**src/rtl/cam_ctrl_pkg.sv**
```systemverilog
// Shared types and helpers for the CAM access controller and its priority encoder.
package cam_ctrl_pkg;

    typedef enum logic [1:0] {
        IDLE,
        WRITE,
        SEARCH,
        RESULT
    } cam_state_e;

    typedef enum logic {
        GRANT_WR,
        GRANT_SRCH
    } cam_grant_e;

    // Index width for a given row count; never narrower than one bit.
    function automatic int unsigned CAM_IDX_W(input int unsigned depth);
        return (depth <= 1) ? 1 : $clog2(depth);
    endfunction

endpackage

```
**src/rtl/cam_priority_encoder.sv**
```systemverilog
// Combinational encoder for the CAM match vector: any-hit flag, multi-hit flag and
// index of the lowest matching row (0 when nothing matched).
module cam_priority_encoder
    import cam_ctrl_pkg::*;
#(
    parameter int unsigned CAM_DEPTH = 8
) (
    input  logic [CAM_DEPTH-1:0]                vec,
    output logic                                hit,
    output logic                                multi,
    output logic [CAM_IDX_W(CAM_DEPTH)-1:0]     index
);

    localparam int unsigned IDX_W = CAM_IDX_W(CAM_DEPTH);

    // Clearing the lowest set bit leaves something behind only when two or more were set.
    always_comb begin
        hit   = |vec;
        multi = (vec & (vec - CAM_DEPTH'(1))) != '0;
        index = '0;
        for (int i = int'(CAM_DEPTH) - 1; i >= 0; i--) begin
            if (vec[i]) begin
                index = IDX_W'(i);
            end
        end
    end

endmodule

```
**src/rtl/cam_access_controller.sv**
```systemverilog
// Sequences writes and searches onto an external CAM array and returns encoded results.
// Optional per-row valid tracking is enabled with `define CAM_VALID_TRACK_EN.
module cam_access_controller
    import cam_ctrl_pkg::*;
#(
    parameter int unsigned CAM_DEPTH  = 8,
    parameter int unsigned CAM_WIDTH  = 8,
    parameter int unsigned SEARCH_LAT = 2
) (
    input  logic                                clk,
    input  logic                                rst,
    input  logic                                wr_valid,
    output logic                                wr_ready,
    input  logic [CAM_IDX_W(CAM_DEPTH)-1:0]     wr_addr,
    input  logic [CAM_WIDTH-1:0]                wr_data,
    input  logic [CAM_WIDTH-1:0]                wr_mask,
    input  logic                                srch_valid,
    output logic                                srch_ready,
    input  logic [CAM_WIDTH-1:0]                srch_key,
    input  logic [CAM_WIDTH-1:0]                srch_mask,
    output logic                                res_valid,
    input  logic                                res_ready,
    output logic                                res_hit,
    output logic                                res_multi,
    output logic [CAM_IDX_W(CAM_DEPTH)-1:0]     res_index,
    output logic [CAM_DEPTH-1:0]                cam_we_row,
    output logic [CAM_WIDTH-1:0]                cam_search_word,
    output logic [CAM_WIDTH-1:0]                cam_dont_care_mask,
    input  logic [CAM_DEPTH-1:0]                cam_match_vec
);

    localparam int unsigned IDX_W = CAM_IDX_W(CAM_DEPTH);
    localparam int unsigned CNT_W = 4;

    cam_state_e             state;
    cam_grant_e             last_grant;
    logic [CNT_W-1:0]       lat_cnt;
    logic [CAM_DEPTH-1:0]   match_q;
    logic [CAM_DEPTH-1:0]   we_next;
    logic [CAM_DEPTH-1:0]   valid_gate;
    logic                   grant_wr;
    logic                   grant_srch;

    // Round-robin arbitration in IDLE; held low during reset so every output reads 0.
    always_comb begin
        wr_ready   = 1'b0;
        srch_ready = 1'b0;
        if (rst && state == IDLE) begin
            if (wr_valid && (!srch_valid || last_grant == GRANT_SRCH)) begin
                wr_ready = 1'b1;
            end else if (srch_valid) begin
                srch_ready = 1'b1;
            end
        end
    end

    assign grant_wr   = wr_valid & wr_ready;
    assign grant_srch = srch_valid & srch_ready;

    // Addresses beyond the array decode to no row, so such writes touch nothing.
    always_comb begin
        we_next = '0;
        for (int i = 0; i < int'(CAM_DEPTH); i++) begin
            we_next[i] = (wr_addr == IDX_W'(i));
        end
    end

    always_ff @(posedge clk or negedge rst) begin
        if (!rst) begin
            state              <= IDLE;
            last_grant         <= GRANT_SRCH;
            lat_cnt            <= '0;
            match_q            <= '0;
            res_valid          <= 1'b0;
            cam_we_row         <= '0;
            cam_search_word    <= '0;
            cam_dont_care_mask <= '0;
        end else begin
            cam_we_row <= '0;
            case (state)
                IDLE: begin
                    if (grant_wr) begin
                        cam_we_row         <= we_next;
                        cam_search_word    <= wr_data;
                        cam_dont_care_mask <= wr_mask;
                        last_grant         <= GRANT_WR;
                        state              <= WRITE;
                    end else if (grant_srch) begin
                        cam_search_word    <= srch_key;
                        cam_dont_care_mask <= srch_mask;
                        lat_cnt            <= '0;
                        last_grant         <= GRANT_SRCH;
                        state              <= SEARCH;
                    end
                end
                WRITE: begin
                    state <= IDLE;
                end
                SEARCH: begin
                    lat_cnt <= lat_cnt + CNT_W'(1);
                    if (lat_cnt == CNT_W'(SEARCH_LAT - 1)) begin
                        match_q   <= cam_match_vec & valid_gate;
                        res_valid <= 1'b1;
                        state     <= RESULT;
                    end
                end
                RESULT: begin
                    if (res_ready) begin
                        res_valid <= 1'b0;
                        state     <= IDLE;
                    end
                end
                default: begin
                    state <= IDLE;
                end
            endcase
        end
    end

`ifdef CAM_VALID_TRACK_EN
    logic [CAM_DEPTH-1:0] row_valid;

    // A write with an all-ones mask can never mismatch, so it is treated as an invalidate.
    always_ff @(posedge clk or negedge rst) begin
        if (!rst) begin
            row_valid <= '0;
        end else if (grant_wr) begin
            for (int i = 0; i < int'(CAM_DEPTH); i++) begin
                if (we_next[i]) begin
                    row_valid[i] <= (wr_mask != '1);
                end
            end
        end
    end

    assign valid_gate = row_valid;
`else
    assign valid_gate = '1;
`endif

    cam_priority_encoder #(
        .CAM_DEPTH (CAM_DEPTH)
    ) u_encoder (
        .vec   (match_q),
        .hit   (res_hit),
        .multi (res_multi),
        .index (res_index)
    );

endmodule

```
**config.mk**
```make
export PLATFORM = sky130hd
export DESIGN_NAME = cam_access_controller
export DESIGN_NICKNAME = d
export VERILOG_FILES = /design/src/rtl/cam_ctrl_pkg.sv /design/src/rtl/cam_priority_encoder.sv /design/src/rtl/cam_access_controller.sv
export SDC_FILE = /design/constraint.sdc
export NUM_CORES = 1
export LEC_CHECK = 0
export BUFFER_PORTS_ARGS = -buffer_cell sky130_fd_sc_hd__buf_2
export CORE_UTILIZATION = 44
export CTS_BUF_LIST = sky130_fd_sc_hd__clkbuf_8
export DETAILED_ROUTE_END_ITERATION = 6
export GPL_ROUTABILITY_DRIVEN = 0
export PLACE_DENSITY = 0.78
export REMOVE_ABC_BUFFERS = 1
export SLEW_MARGIN = 20
export SYNTH_ARGS = -nofsm -noshare
export SYNTH_HDL_FRONTEND = slang
export SYNTH_SLANG_ARGS = --single-unit
```
**constraint.sdc**
```tcl
create_clock -name clk -period 1.3 [get_ports clk]
set_input_delay 0.065 -clock clk [delete_from_list [all_inputs] [get_ports clk]]
set_output_delay 0.065 -clock clk [all_outputs]
set_load 0.02 [all_outputs]
```
==> run summary, run 1 <==
Die area: 4460 µm²
Antenna Nets Post-Route: 0
Reg2Reg Capture Point: cam_dont_care_mask[7]
# DRC: 0
Setup crit end: res_multi
Critical path launch point type: register
Switching power: 2700 µW
Outcome: finished with violations
Cell variety after synth: 37
CTS root buffer: clkbuf_8
Final Hold Viols: 0
Initial Utilization: 0.459
Worst reg2reg path depth: 7
Initial drt markers: 24
Seq pwr share: 0.326
Vias in the first global route: 1532
H-tree levels: 2
Async set-reset flop share out of synthesis: 1.00
Clock-pin slew on the worst setup and hold paths: 0.07 ns
Setup Crit Path Kind: register to output pin
Crit end category: output pin
R2r setup slk: -0.22 ns
I/O Pins: 80
Max VDD drop: 1.26 mV
Max Clock Skew: 0.00491 ns
First-pass iteration count of the detailed router: 4
RSZ-0062 raised after global routing: yes
CTS Buf Count: 5
Final Max Tran Viols: 0
Antenna violations before repair: 0
Final Cycle Share: 1.26
Global Route Usage Sum: 0.215
Port buffer count: 79
GRT overflow: 0
Internal power: 4180 µW
CP Data Arrival Time: 1.57 ns
Tightest Pin Transition: 0.483 ns
Worst EP required: 1.24 ns
First-pass GRT wire length: 7.03 mm
Core Area: 4030 µm²
Register area share after synthesis: 0.542
Final Setup Violations: 46
TNS Setup: -7.28 ns
Largest net degree at the start of global routing: 41
CP Max Fanout: 3
# diodes: 0
CTS sink cnt: 40
Clk_lat worst skew: 0.29 ns
Syn Inst Count: 170
PD cells: 2170 nW/µm²
Min Tclk post-route: 1.63 ns
Area Overhead vs Synth: 71.3%
Hold Crit Depth: 2
EDFF count, synth: 0
Drt via density: 5.13
Clk pwr share: 0.154
Fmax: 612 MHz
Max-cap violations: 0
Avg WL per Cell: 15.4 µm
Row Count: 23
Setup WS pre-CTS: -0.129 ns
Slew headroom: 0.678
Die height: 66.8 µm
Via count: 1751
Final HPWL DP: 2.95 mm
Cell area after technology mapping: 1850 µm²
Leak: 0.00165 µW
Sw Share: 0.392
Final WL: 5.24 mm
Hold WC Path Type: input port to register
Avg Cell Area, Syn: 10.9 µm²
Largest buffer count on any clock path: 2
Crit path launch: match_q[1]
#FFs+latches synth: 40
Top FF cell, synth: dfrtp_1
Combinational power share: 0.520
CTS tree: done
Share of layout cells above drive strength 1: 0.653
Setup WS post-layout: -0.335 ns
Worst r2r src: state[1]
Failing checks: negative setup slack
DIE WIDTH: 66.8 µm
YS warnings: 0
Net total in the final layout: 340
cell families after synthesis:
| group | share of synthesized area |
|---|---|
| and+or+nand+nor | 0.170 |
| DFF | 0.542 |
| AOI/OAI and AO/OA | 0.0982 |
| muxes | 0.135 |
| buffers and inverters | 0.0311 |
| xor gates and xnor gates | 0.00948 |
| adders and majority gates | 0.0135 |
worst min path at each step:
stage / start / endpoint / slack, ns
after CTS: cam_match_vec[1] / match_q[1] / 0.005
after global routing: cam_match_vec[0] / match_q[0] / 0.01
after detailed placement: rst / state[1] / 0.17
after global placement: rst / state[0] / 0.17
after floorplan: rst / cam_dont_care_mask[0] / -0.23
final: cam_match_vec[1] / match_q[1] / 0.01
layout by cell type (no fill, tap or decap), types with 5 or more instances in the layout:
cell      instances
mux2_2            7
o21ai_2           9
buf_6            16
dfrtp_1          36
buf_4            21
nand2_1          10
nand2_4          12
clkbuf_8          6
buf_2            73
mux2i_1          16
nand2_2           5
o21ai_1           9
layer usage:
| layer | routed length, µm | track usage | vias to the layer above |
|---|---|---|---|
| li1 | - | - | 836 |
| met2 | 2790 | 0.369 | 76 |
| met1 | 2110 | 0.264 | 832 |
| met3 | 312 | 0.0548 | 7 |
| met5 | 0 | 0 | - |
| met4 | 36 | 0.0638 | 0 |
critical path, stage by stage, from the launching register on:
cell and delay, ns:
dfrtp_1 0.38, or3_4 0.42, nor2_4 0.10, a22o_1 0.13
nand4_1 0.09, buf_4 0.17
flip-flops by register name, indices dropped and copies added, names as in the netlist:
name                flops
cam_search_word         8
last_grant              1
res_valid               1
state                   2
match_q                 8
cam_dont_care_mask      8
lat_cnt                 4
cam_we_row              8
per-stage QoR:
step | power [µW] | std cells | hold WS, ns | instance area, µm² | util
detailed placement | 4590 | 313 | 0.168 | 2440 | 0.605
global placement | 4490 | 313 | 0.169 | 2440 | 0.605
global route | 7250 | 341 | 0.0112 | 3170 | 0.786
floorplan | 3500 | 164 | -0.231 | 1810 | -
CTS | 6150 | 335 | 0.00450 | 2840 | 0.705
finish | 6870 | 341 | 0.0106 | 3170 | 0.786
power by group through the flow:
stage | Combinational (µW) | Sequential (µW) | Clock [µW]
CTS | 2960 | 2110 | 1080
global placement | 2430 | 2060 | 0
floorplan | 1070 | 2430 | 0
global route | 3820 | 2300 | 1120
finish | 3570 | 2240 | 1060
detailed placement | 2530 | 2060 | 0
layout make-up:
type	instances	area (µm²)
multi-input cells	120	1090
flip-flops and latches	40	1010
repair buffers	119	863
fillers	224	863
clock buffers	6	82.6
well taps	50	62.6
clock inverters	2	38.8
inverters	4	17.5
cell usage after synthesis (4+ instances only):
cell	count	area [µm²]
a21oi_1	4	20.0
inv_1	4	15.0
mux2i_1	16	160
o21ai_0	5	25.0
nor3_1	8	40.0
mux2_2	8	90.1
o21ai_1	15	75.1
dfrtp_1	39	976
nand2_1	27	101
nand2b_1	4	25.0
nor2_1	8	30.0
repair_timing:
| action | in CTS | in global routing |
|---|---|---|
| gates resized for setup | 43 | 65 |
| hold buffers | 3 | 0 |
| pin swaps | 15 | 33 |
| setup endpoints to repair | 38 | 47 |
| hold endpoints to repair | 41 | 0 |
| setup buffers | 11 | 5 |
| cloned | 1 | 4 |
(Power assumes the default switching activity.)
==> run 2, diff against run 1 <==
--- a/config.mk
+++ b/config.mk
@@ -5,13 +5,13 @@
 export SDC_FILE = /design/constraint.sdc
 export NUM_CORES = 1
 export LEC_CHECK = 0
+export ABC_AREA = 1
 export BUFFER_PORTS_ARGS = -buffer_cell sky130_fd_sc_hd__buf_2
-export CORE_UTILIZATION = 44
+export CORE_UTILIZATION = 46
 export CTS_BUF_LIST = sky130_fd_sc_hd__clkbuf_8
 export DETAILED_ROUTE_END_ITERATION = 6
 export GPL_ROUTABILITY_DRIVEN = 0
-export PLACE_DENSITY = 0.78
-export REMOVE_ABC_BUFFERS = 1
+export PLACE_DENSITY = 0.87
 export SLEW_MARGIN = 20
 export SYNTH_ARGS = -nofsm -noshare
 export SYNTH_HDL_FRONTEND = slang
==> run 2 against run 1 <==
  * Clock-buffer cell count unchanged
  * Largest power group unchanged
  * Core utilization up 4.8 points
  * The run still ends with negative setup slack left
  * Combinational power up 27%
  * Non-clock buffer count up 8
  * Clock power down 16%
  * Sequential power down 2%
  * Highest routed layer unchanged
  * Routed wire length up 40%
  * Cell count up 35%
  * Fmax up 5.2%
  * Largest cell class unchanged
==> run summary, run 2 <==
Outcome: finished with violations (unchanged)
Failing checks: negative setup slack (unchanged)
CTS tree: done (unchanged)
Final WL: 7.31 mm (was 5.24 mm)
Reg2Reg Capture Point: cam_dont_care_mask[1] (was cam_dont_care_mask[7])
#FFs+latches synth: 40 (unchanged)
Tightest Pin Transition: 0.408 ns (was 0.483 ns)
Leak: 0.00198 µW (was 0.00165 µW)
Most frequent cells in the layout: buf_2 (73), inv_1 (42), nand2_1 (42) (was buf_2 (73), dfrtp_1 (36), buf_4 (21))
Design area: 3680 µm² (was 3170 µm²)
Syn Inst Count: 279 (was 170)
CTS sink cnt: 40 (unchanged)
Largest buffer count on any clock path: 2 (unchanged)
First-pass iteration count of the detailed router: 4 (unchanged)
Core Area: 4410 µm² (was 4030 µm²)
Clk_lat worst skew: 0.30 ns (was 0.29 ns)
Slew headroom: 0.728 (was 0.678)
CTS root buffer: clkbuf_8 (unchanged)
Hold_sp: cam_match_vec[4] (was cam_match_vec[1])
Vias in the first global route: 2053 (was 1532)
Antenna violations before repair: 0 (unchanged)
Hold Slack: 0.0471 ns (was 0.0106 ns)
Setup WS pre-CTS: -0.0912 ns (was -0.129 ns)
Final Hold Viols: 0 (unchanged)
Worst r2r src: last_grant (was state[1])
PD cells: 2070 nW/µm² (was 2170 nW/µm²)
Met2 Use GR: 0.419 (was 0.369)
Clock-pin slew on the worst setup and hold paths: 0.09 ns (was 0.07 ns)
CP Data Arrival Time: 1.77 ns (was 1.57 ns)
GR peak layer: met2 (unchanged)
Initial Utilization: 0.484 (was 0.459)
Max Clock Skew: 0.0116 ns (was 0.00491 ns)
Dominant cells by area after synthesis: dfrtp_1 (46%), nand2_1 (14%), inv_1 (9.0%) (was dfrtp_1 (53%), mux2i_1 (8.7%), nand2_1 (5.5%))
Min Tclk post-route: 1.55 ns (was 1.63 ns)
RSZ-0062 raised after global routing: yes (unchanged)
Setup WS post-layout: -0.254 ns (was -0.335 ns)
CP Max Fanout: 7 (was 3)
Area Overhead vs Synth: 72.3% (was 71.3%)
Async set-reset flop share out of synthesis: 1.00 (unchanged)
GRT overflow: 0 (unchanged)
Net total in the final layout: 456 (was 340)
Final HPWL DP: 3.32 mm (was 2.95 mm)
Share of layout cells above drive strength 1: 0.607 (was 0.653)
Final Cycle Share: 1.20 (was 1.26)
Setup Crit Path Kind: register to register (was register to output pin)
Worst reg2reg path depth: 8 (was 7)
Top FF cell, synth: dfrtp_1 (unchanged)
First-pass GRT wire length: 9.10 mm (was 7.03 mm)
EDFF count, synth: 0 (unchanged)
Grt met3 use: 0.0563 (was 0.0548)
Max VDD drop: 1.25 mV (was 1.26 mV)
Fmax: 644 MHz (was 612 MHz)
M1 GR Usage: 0.280 (was 0.264)
DIE WIDTH: 70.1 µm (was 66.8 µm)
Final Max Tran Viols: 0 (unchanged)
Die area: 4920 µm² (was 4460 µm²)
Hold Crit Depth: 3 (was 2)
Global Route Usage Sum: 0.235 (was 0.215)
# DRC: 0 (unchanged)
Drt via density: 5.18 (was 5.13)
Crit end category: register (was output pin)
Antenna Nets Post-Route: 0 (unchanged)
H-tree levels: 2 (unchanged)
I/O Pins: 80 (unchanged)
Avg WL per Cell: 15.9 µm (was 15.4 µm)
Cell variety after synth: 26 (was 37)
Critical path launch point type: register (unchanged)
Most common cell after layout, fill and taps aside: buf_2 (unchanged)
Max-cap violations: 0 (unchanged)
Avg Cell Area, Syn: 7.66 µm² (was 10.9 µm²)
# diodes: 0 (unchanged)
R2r setup slk: -0.25 ns (was -0.22 ns)
Final Setup Violations: 43 (was 46)
Hold Path End: match_q[4] (was match_q[1])
Register area share after synthesis: 0.469 (was 0.542)
Die height: 70.1 µm (was 66.8 µm)
Yosys top cell by area: dfrtp_1 (unchanged)
YS warnings: 0 (unchanged)
Row Count: 24 (was 23)
Final core occ: 0.834 (was 0.786)
Port buffer count: 79 (unchanged)
Cell Area, Placed: 2750 µm² (was 2440 µm²)
Most common cell in the synthesized netlist: nand2_1 (was dfrtp_1)
Via count: 2378 (was 1751)
Synth top area share: 0.457 (was 0.528)
Top post-synthesis cells by count: nand2_1 (80), inv_1 (51), dfrtp_1 (39), nor2_1 (35), a21oi_2 (16) (was dfrtp_1 (39), nand2_1 (27), mux2i_1 (16), o21ai_1 (15))
Cell area after technology mapping: 2140 µm² (was 1850 µm²)
Post-synth net total: 329
CTS Buf Count: 5 (unchanged)
Hold WC Path Type: input port to register (unchanged)
Worst EP required: 1.51 ns (was 1.24 ns)
Initial drt markers: 95 (was 24)
Largest net degree at the start of global routing: 33 (was 41)
TNS Setup: -5.13 ns (was -7.28 ns)
## run 2: changes by cell type after synthesis, sizes merged, moves of 3 or more
cell / change
nand3: +7
inv: +49
nor2: +31
buf: +3
nand2: +56
mux2i: -16
mux2: -8
nand2b: -4
a21oi: +23
o21ai: -14
## run 2: timing repair
item | 4_1_cts | 5_1_grt
buffers inserted | 15 | 5
pin swaps | 13 | 27
gates resized for setup | 49 | 103
cloned | 2 | 4
endpoints found under the setup margin | 28 | 46
hold buffers | 4 | 0
endpoints found under the hold margin | 44 | 0
## run 2: cell type report
cell class	instances	area [µm²]
multi-input combinational	179	1290
timing repair buffer	127	1020
sequential	40	1000
fill	222	733
inverter	53	206
clock buffer	6	82.6
tap	52	65.1
clock inverter	2	13.8
## run 2: how the worst max path moves through the flow
| stage | to | startpoint | slack (ns) | cells after the start |
|---|---|---|---|---|
| after detailed placement | cam_search_word[6] | last_grant | -0.09 | 8 |
| final | cam_dont_care_mask[1] | last_grant | -0.25 | 8 |
| after global routing | cam_dont_care_mask[1] | last_grant | -0.28 | 8 |
| after floorplan | lat_cnt[0] | state[0] | -0.03 | 6 |
| after global placement | cam_search_word[0] | last_grant | -0.01 | 8 |
| after CTS | cam_search_word[3] | last_grant | -0.13 | 8 |
## run 2: cells by family (layout without fill, tap and decap cells)
group           count (synthesis)  after routing  synth area share
flops                          40             40             0.469
fa+ha+maj                       2              2            0.0117
xor+xnor                        1              1           0.00410
compound gates                 36             36             0.116
buf+inv                        60            188             0.121
simple gates                  140            140             0.278
## run 2: layer usage
metal,share of wire,up-vias
met3,0.047,27
met2,0.57,107
met1,0.35,1142
met5,0,-
li1,-,1102
met4,0.033,0
## run 2: critical path, stage by stage, from the launching register on
cell and delay [ns]:
dfstp_2 0.58, inv_4 0.06, a21boi_4 0.15, buf_6 0.14
nand2_8 0.08, buf_12 0.15, nand2_2 0.06, nand2_2 0.06
a21oi_2 0.17
## run 2: power breakdown
group / internal (µW) / switching (µW) / total, µW
clock network: 434 / 456 / 890
logic: 2030 / 2500 / 4530
registers: 1760 / 424 / 2190
total: 4230 / 3380 / 7610
## run 2: metrics by stage
stage / std cells / total power (µW)
finish: 459 / 7610
global route: 459 / 8050
CTS: 451 / 6390
detailed placement: 423 / 4960
global placement: 423 / 4850
floorplan: 279 / 3940
==> run 3, diff against run 2 <==
--- a/config.mk
+++ b/config.mk
@@ -7,11 +7,13 @@
 export LEC_CHECK = 0
 export ABC_AREA = 1
 export BUFFER_PORTS_ARGS = -buffer_cell sky130_fd_sc_hd__buf_2
+export CORE_MARGIN = 4
 export CORE_UTILIZATION = 46
 export CTS_BUF_LIST = sky130_fd_sc_hd__clkbuf_8
 export DETAILED_ROUTE_END_ITERATION = 6
 export GPL_ROUTABILITY_DRIVEN = 0
 export PLACE_DENSITY = 0.87
+export SETUP_SLACK_MARGIN = 0.05
 export SLEW_MARGIN = 20
 export SYNTH_ARGS = -nofsm -noshare
 export SYNTH_HDL_FRONTEND = slang
==> run 3 against run 2 <==
  * The flow still finishes with violations (negative setup slack)
  * Die area up 18%
  * Sequential share of layout area grew 1.8 points
  * Cell count is 1.7% lower
  * Fmax up 6.6%
  * Sequential power down 2%
  * Combinational power down 9.3%
  * Register-to-register slack improved by 0.12 ns
  * Highest routed layer unchanged
==> run summary, run 3 (synthesis gave the netlist of run 2 again) <==
Cell Area, Placed: 2750 µm² (about the same)
Port buffer count: 79 (unchanged)
WL met3: 437 µm (was 343 µm)
Setup Crit Path Kind: register to output pin (was register to register)
M1 WL: 2.29 mm (was 2.58 mm)
Net total in the final layout: 448 (was 456)
Die area: 5800 µm² (was 4920 µm²)
Fmax: 686 MHz (was 644 MHz)
H-tree levels: 2 (unchanged)
Design area: 3450 µm² (was 3680 µm²)
Hold WC Path Type: input port to register (unchanged)
Row Count: 24 (unchanged)
CTS Buf Count: 5 (unchanged)
Most frequent cells in the layout: buf_2 (73), nand2_1 (66), inv_1 (45) (was buf_2 (73), inv_1 (42), nand2_1 (42))
Initial Utilization: 0.484 (unchanged)
Final HPWL DP: 3.71 mm (was 3.32 mm)
Clk_lat worst skew: 0.30 ns (about the same)
Largest buffer count on any clock path: 2 (unchanged)
CTS root buffer: clkbuf_8 (unchanged)
Max stage delay cell, worst path: dfrtp_1 (was dfstp_2)
Final Cycle Share: 1.12 (was 1.20)
Setup WS post-layout: -0.157 ns (was -0.254 ns)
Most common cell after layout, fill and taps aside: buf_2 (unchanged)
Antenna Nets Post-Route: 0 (unchanged)
Tightest Pin Transition: 0.314 ns (was 0.408 ns)
Min Tclk post-route: 1.46 ns (was 1.55 ns)
CP Data Arrival Time: 1.39 ns (was 1.77 ns)
# diodes: 0 (unchanged)
First-pass iteration count of the detailed router: 4 (unchanged)
Crit-path max cell delay: 0.39 ns (was 0.58 ns)
CTS tree: done (unchanged)
# DRC: 0 (unchanged)
Outcome: finished with violations (unchanged)
CP Max Fanout: 4 (was 7)
Final Hold Viols: 0 (unchanged)
Critical path launch point type: register (unchanged)
I/O Pins: 80 (unchanged)
Worst EP required: 1.24 ns (was 1.51 ns)
Core Area: 4410 µm² (unchanged)
Metal2 WL: 3.61 mm (was 4.14 mm)
Via count: 2210 (was 2378)
Hold Slack: 0.0310 ns (was 0.0471 ns)
Final Setup Violations: 43 (unchanged)
Overall Power: 7070 µW (was 7610 µW)
Failing checks: negative setup slack (unchanged)
Vias in the first global route: 2199 (was 2053)
Die height: 76.1 µm (was 70.1 µm)
Final core occ: 0.782 (was 0.834)
Max VDD drop: 1.36 mV (was 1.25 mV)
Most used cell, CP: nand2_1 (was nand2_2)
Buffers & Inverters on Critical Path: 2 (was 3)
Avg WL per Cell: 14.4 µm (was 15.9 µm)
Drt via density: 4.90 (was 5.18)
Clock-pin slew on the worst setup and hold paths: 0.08 ns (was 0.09 ns)
Max Clock Skew: 0.00952 ns (was 0.0116 ns)
Share of layout cells above drive strength 1: 0.551 (was 0.607)
Final WL: 6.49 mm (was 7.31 mm)
CTS sink cnt: 40 (unchanged)
Area Overhead vs Synth: 61.7% (was 72.3%)
Largest net degree at the start of global routing: 25 (was 33)
Max-cap violations: 0 (unchanged)
GRT overflow: 0 (unchanged)
Antenna violations before repair: 0 (unchanged)
RSZ-0062 raised after global routing: yes (unchanged)
Initial drt markers: 65 (was 95)
Slew headroom: 0.790 (was 0.728)
CP top delay family: flip-flops (unchanged)
Leak: 0.00183 µW (was 0.00198 µW)
CP Cell Sequence: inv_1 -> nand2_2 -> nor2_4 -> o21ai_1 -> nand2_1 -> nand2_1 -> buf_6 (was inv_4 -> a21boi_4 -> buf_6 -> nand2_8 -> buf_12 -> nand2_2 -> nand2_2 -> a21oi_2)
Crit end category: output pin (was register)
DIE WIDTH: 76.1 µm (was 70.1 µm)
Final Max Tran Viols: 0 (unchanged)
Global Route Usage Sum: 0.202 (was 0.235)
PD cells: 2050 nW/µm² (was 2070 nW/µm²)
First-pass GRT wire length: 9.58 mm (was 9.10 mm)
Top layer in use: met4 (unchanged)
-- run 3: cell count changes in the layout (fill, tap and decap cells not counted), sizes merged --
cell,change
buf,-4
clkbuf,-3
dlygate4sd3,-2
clkinvlp,+1
-- run 3: cell type report --
cell class                 instances  area, µm²
clock buffer                       5       68.8
clock inverter                     3       16.3
fill                             283        961
inverter                          53        204
multi-input combinational        179       1210
sequential                        40       1000
tap                               52       65.1
timing repair buffer             119        882
-- run 3: layer usage --
| metal | vias up | track usage |
|---|---|---|
| li1 | 1078 | - |
| met1 | 1031 | 0.206 |
| met2 | 87 | 0.384 |
| met3 | 14 | 0.0567 |
| met4 | 0 | 0.0787 |
| met5 | - | 0 |
-- run 3: worst reg2reg max path, stage by stage, from the launching register on --
cell     delay (ns)
dfstp_2        0.56
inv_4          0.05
nand2_1        0.06
nand2_2        0.07
nor2_4         0.11
buf_4          0.13
buf_8          0.13
nand2_8        0.08
nor3_4         0.18
-- run 3: metrics by stage --
stage	setup TNS [ns]	worst slack, ns	std cells
after global routing	-6.67	-0.230	451
final	-3.80	-0.157	451
after global placement	-0.376	-0.0373	419
after detailed placement	-0.811	-0.0731	419
after floorplan	-0.184	-0.0178	279
after CTS	-2.22	-0.130	446
-- run 3: what timing repair did --
| item | 4_1_cts | 5_1_grt |
|---|---|---|
| setup buffers | 16 | 5 |
| endpoints found under the hold margin | 41 | 0 |
| resized for setup | 46 | 62 |
| hold buffers | 2 | 0 |
| endpoints found under the setup margin | 34 | 46 |
| pin swaps | 9 | 9 |
| cloned | 2 | 2 |
-- run 3: report_power, final --
part | leakage (µW) | total (µW) | switching, µW | internal (µW)
Combinational | 0.00131 | 4110 | 2300 | 1810
Sequential | 0.000471 | 2150 | 388 | 1760
Clock | 0.0000453 | 809 | 441 | 367
-- run 3: worst paths after layout --
| path | startpoint | to | slack [ns] | depth (start not counted) |
|---|---|---|---|---|
| max | match_q[3] | res_multi | -0.16 | 7 |
| min | cam_match_vec[0] | match_q[0] | 0.03 | 3 |
| max reg2reg | last_grant | cam_we_row[3] | -0.13 | 8 |
| max in group asynchronous | rst | last_grant | 0.54 | 3 |
| min reg2reg | last_grant | last_grant | 0.51 | 2 |
| min in group asynchronous | rst | cam_we_row[5] | 0.42 | 3 |
